--- config.mk ---
export PLATFORM = sky130hd
export DESIGN_NAME = cnn_conv_sequencer
export DESIGN_NICKNAME = d
export VERILOG_FILES = /design/src/rtl/cnn_conv_sequencer.sv
export SDC_FILE = /design/constraint.sdc
export NUM_CORES = 1
export LEC_CHECK = 0
export BUFFER_PORTS_ARGS = -buffer_cell sky130_fd_sc_hd__buf_4
export CAP_MARGIN = 20
export CORE_MARGIN = 8
export CORE_UTILIZATION = 55
export DETAILED_ROUTE_END_ITERATION = 6
export PLACE_DENSITY = 0.83
export SYNTH_ARGS = -nofsm -noshare
export SYNTH_HDL_FRONTEND = slang
export SYNTH_SLANG_ARGS = --single-unit
--- constraint.sdc ---
create_clock -name clk -period 16.37 [get_ports clk]
set_input_delay 0.8185 -clock clk [delete_from_list [all_inputs] [get_ports clk]]
set_output_delay 0.8185 -clock clk [all_outputs]
set_load 0.01 [all_outputs]
--- src/rtl/cnn_conv_sequencer.sv ---
// Sequencer for a 3x3/4x4 conv core: loads kernel and tile bytes, captures, drains results.
// Define CNN_SEQ_KERNEL_REUSE_EN to let start+keep_kernel skip the kernel load.
module cnn_conv_sequencer #(
    parameter int DW = 8
) (
    input  logic             clk,
    input  logic             rst,
    input  logic             start,
    input  logic             keep_kernel,
    input  logic             in_valid,
    output logic             in_ready,
    input  logic [DW-1:0]    in_data,
    output logic [16*DW-1:0] core_inp,
    output logic [9*DW-1:0]  core_ker,
    input  logic [4*DW-1:0]  core_res,
    output logic             out_valid,
    input  logic             out_ready,
    output logic [DW-1:0]    out_data,
    output logic             out_last,
    output logic             busy,
    output logic             done
);

    typedef enum logic [2:0] {
        IDLE,
        LOAD_K,
        LOAD_I,
        COMPUTE,
        DRAIN
    } state_t;

    state_t          state;
    state_t          state_nxt;
    logic [3:0]      cnt;
    logic [1:0]      ocnt;
    logic [DW-1:0]   ker [9];
    logic [DW-1:0]   tile [16];
    logic [4*DW-1:0] res;
    logic            kernel_loaded;
    logic            reuse;
    logic            in_fire;
    logic            out_fire;

`ifdef CNN_SEQ_KERNEL_REUSE_EN
    assign reuse = keep_kernel && kernel_loaded;
`else
    logic unused_cfg;
    assign reuse      = 1'b0;
    assign unused_cfg = keep_kernel ^ kernel_loaded;
`endif

    assign in_fire  = in_valid && in_ready;
    assign out_fire = out_valid && out_ready;
    assign busy     = (state != IDLE);

    for (genvar i = 0; i < 9; i++) begin : g_ker
        assign core_ker[i*DW +: DW] = ker[i];
    end

    for (genvar i = 0; i < 16; i++) begin : g_tile
        assign core_inp[i*DW +: DW] = tile[i];
    end

    always_comb begin
        state_nxt = state;
        in_ready  = 1'b0;
        out_valid = 1'b0;
        case (state)
            IDLE: begin
                if (start) begin
                    state_nxt = reuse ? LOAD_I : LOAD_K;
                end
            end
            LOAD_K: begin
                in_ready = 1'b1;
                if (in_valid && cnt == 4'd8) begin
                    state_nxt = LOAD_I;
                end
            end
            LOAD_I: begin
                in_ready = 1'b1;
                if (in_valid && cnt == 4'd15) begin
                    state_nxt = COMPUTE;
                end
            end
            COMPUTE: begin
                state_nxt = DRAIN;
            end
            DRAIN: begin
                out_valid = 1'b1;
                if (out_ready && ocnt == 2'd3) begin
                    state_nxt = IDLE;
                end
            end
            default: begin
                state_nxt = IDLE;
            end
        endcase
    end

    // Result bytes are only visible while draining so idle outputs read zero.
    always_comb begin
        out_data = '0;
        out_last = 1'b0;
        if (state == DRAIN) begin
            out_last = (ocnt == 2'd3);
            case (ocnt)
                2'd0:    out_data = res[DW-1:0];
                2'd1:    out_data = res[2*DW-1:DW];
                2'd2:    out_data = res[3*DW-1:2*DW];
                default: out_data = res[4*DW-1:3*DW];
            endcase
        end
    end

    always_ff @(posedge clk or posedge rst) begin
        if (rst) begin
            state         <= IDLE;
            cnt           <= '0;
            ocnt          <= '0;
            res           <= '0;
            kernel_loaded <= 1'b0;
            done          <= 1'b0;
            for (int i = 0; i < 9; i++) begin
                ker[i] <= '0;
            end
            for (int i = 0; i < 16; i++) begin
                tile[i] <= '0;
            end
        end else begin
            state <= state_nxt;
            done  <= 1'b0;
            case (state)
                IDLE: begin
                    cnt  <= '0;
                    ocnt <= '0;
                end
                LOAD_K: begin
                    if (in_fire) begin
                        ker[cnt] <= in_data;
                        if (cnt == 4'd8) begin
                            cnt           <= '0;
                            kernel_loaded <= 1'b1;
                        end else begin
                            cnt <= cnt + 4'd1;
                        end
                    end
                end
                LOAD_I: begin
                    if (in_fire) begin
                        tile[cnt] <= in_data;
                        cnt       <= cnt + 4'd1;
                    end
                end
                COMPUTE: begin
                    res <= core_res;
                end
                DRAIN: begin
                    if (out_fire) begin
                        ocnt <= ocnt + 2'd1;
                        done <= (ocnt == 2'd3);
                    end
                end
                default: begin
                end
            endcase
        end
    end

endmodule

==> impl_metrics.ini <==
[power_and_ir_drop]
p_leak_nw = 6.570
p_switching_w = 0.0005836
pwr-share-comb = 0.280
ir_worst_vdd_uv = 108.9
clkPwrFrac = 0.285
internal_power_w = 0.001381
power_frac_seq = 0.436
p_per_area_nw_per_um2 = 155.0
p_sw_frac = 0.2971

[yosys]
yosysWarningCount = 0
synthesis.area_um2 = 9787
synth_edf_count = 0
synth_top_area_cell = dfrtp_1
async_flop_share = 1.000
ys.flop_type = dfrtp_1
synth_fa_ha_area_frac = 0.01151
ys_types = 42
synth-seq-cells = 242
synth_xor_area_frac = 0
avgSynthCellArea_um2 = 15.24
synth_compound_area_frac = 0.02161
synth_nets = 697
synth.mux.area_fraction = 0.2669
synth_cells = 642
ys_top_cells_by_area = dfrtp_1, mux2_2, ha_1
synth_top_area_share = 0.6188
synth_top_family_by_area = multiplexers
synth-seq-area-share = 0.6188
synthSimpleGateAreaFrac = 0.05702

[route]
drtAntennaViolNets = 0
drc = 0
vias = 6262
wl_per_cell_um = 22.90
drtIter0Drc = 308
routed_via_density = 5.532
drt_wl_total_mm = 25.92
dr.pass1.iters = 4

[layout]
syn_to_final_growth_pct = 29.54
final_cell_mix = buf_4, dfrtp_1, mux2_2
antenna_cells = 0
final_core_util = 0.7305
layout.nets = 947
layout_commonest_cell = buf_4
drive_gt1_frac = 0.6119
stdcell_count = 1132
fillers = 1109

[sta]
report.final.slew_viol_count = 0
setup_tns_ps = 0
maxSlewHeadroom = 0.4332
setup_viol = 0
timing.final.crit_share = 0.1883
final_hold_viol_count = 0
min_period_ps = 3083
finalWorstSetupSlack_ps = 13290
finClkSkew_ps = 14.04
tightest_slew_ps = 848.5
rsz0062_at_grt = false
fmaxAchievable_ghz = 0.3243

[setup_path]
path_class = reg -> out
critPathMaxFanout = 8
crit_path_start_kind = flop
worstPathArrival_ps = 2260
required_ps = 15550
critPathCaptureType = primary output

[cts]
htree_levels = 1
cts_tree = built
cts_setup_buffers = 0
clkTransAtPathRegs_ps = 60
cts.path.max_buffers = 3
numCtsBuffers = 25
cts-root-buf = clkbuf_16
cts_resized = 0
cts.sinks = 242
cts_hold_buf = 0
insertion_delay_ps = 510

[floorplanning]
core_um2 = 17360
io_pins = 259
die_h_um = 149.4
rows = 48
initial_core_util = 0.5639
die_area_um2 = 22320
chipWidth_um = 149.4

[placed_design]
dp_slack_ps = 13490
dp.final_hpwl_mm = 18.10
place_congestion = 0.8090
dp.cells = 1088
io_buffer_count = 257

[worst_hold_path]
hp-class = in -> async

[global_route]
grt_pass1_vias = 6860
antenna_found_initial = 0
grt_pass1_wl_mm = 40.05
grt_max_degree = 156
grt-ovfl-total = 0
track_usage = 0.2284

[run_status]
status = complete, no violations

[run]
drv_cap = 0
[state kept, by name, indices dropped and copies added, names as in the netlist]
register / count
cnt: 4
core_inp: 128
state: 3
core_ker: 72
res: 32
ocnt: 2
done: 1
[path summary, 6_finish.rpt]
path / startpoint / to / slack, ps / cells after the start
max in group asynchronous: rst / core_ker[20] / 14570 / 5
worst max-delay path: ocnt[0] / out_data[6] / 13290 / 7
min in group clk: core_ker[32] / core_ker[32] / 500 / 1
worst min register to register: core_ker[32] / core_ker[32] / 500 / 1
worst max register to register: cnt[3] / core_inp[88] / 13900 / 3
worst min-delay path: rst / core_inp[104] / 220 / 2
[cell families (layout without fill, tap and decap cells)]
group	after synthesis	in the layout
buf+inv	46	311
mux	232	232
fa+ha+maj	9	9
simple gates	83	83
flops	242	242
compound gates	30	30
[through the flow]
stage	total power, W	cell area (um^2)	hold WS, ps
6_report	0.001965	12680	220.5
2_1_floorplan	0.001099	9787	479.0
3_3_place_gp	0.001378	11810	469.3
4_1_cts	0.001979	12620	507.9
5_1_grt	0.002059	12680	216.8
3_5_place_dp	0.001413	11810	493.5
[layer usage]
layer	global-route usage	wire length (um)	vias to the layer above	part of all wire
met2	0.3831	12840	237	0.50
met5	0	0	-	0
li1	-	-	2760	-
met4	0.07219	677	0	0.026
met1	0.2858	10410	3228	0.40
met3	0.05643	1993	37	0.077
[area by class of cell]
| cell class | instances | area [um^2] | share of cell area |
|---|---|---|---|
| clock buffer | 37 | 730.7 | 0.05763 |
| multi-input combinational | 354 | 3495 | 0.2756 |
| clock inverter | 5 | 78.83 | 0.006217 |
| inverter | 8 | 37.54 | 0.002961 |
| tap | 225 | 281.5 | 0.02220 |
| sequential | 242 | 6056 | 0.4776 |
| timing repair buffer | 261 | 1999 | 0.1577 |
[worst max-delay path, cell delays in order, from the launching register on]
cell	delay, ps
dfrtp_1	430
inv_1	100
ha_1	330
a222oi_1	360
nor2_1	100
a21oi_1	190
nor2_1	70
buf_4	160
[power by group through the flow]
| stage | combinational [W] | clock [W] | sequential [W] |
|---|---|---|---|
| 2_1_floorplan | 0.000246 | 0 | 0.000853 |
| 3_3_place_gp | 0.000529 | 0 | 0.000849 |
| 3_5_place_dp | 0.000551 | 0 | 0.000862 |
| 4_1_cts | 0.000556 | 0.000569 | 0.000854 |
| 5_1_grt | 0.000591 | 0.000593 | 0.000875 |
| 6_report | 0.000550 | 0.000559 | 0.000856 |
[Yosys cell counts (2+ instances only)]
library cell,instances
nand2b_1,3
nor2_1,18
nand2_2,2
nor2_4,2
mux2_2,230
a21oi_1,10
nand2_4,6
mux2_1,2
dfrtp_1,242
nand3b_1,2
nand3_1,6
buf_2,6
nand2_1,13
a222oi_1,8
ha_1,9
o21ai_0,6
and2_1,4
nor2_2,5
clkbuf_1,22
inv_1,8
and3_1,4
buf_4,5
nand3_4,3
nand3_2,4
buf_6,5
(Power assumes the default switching activity.)
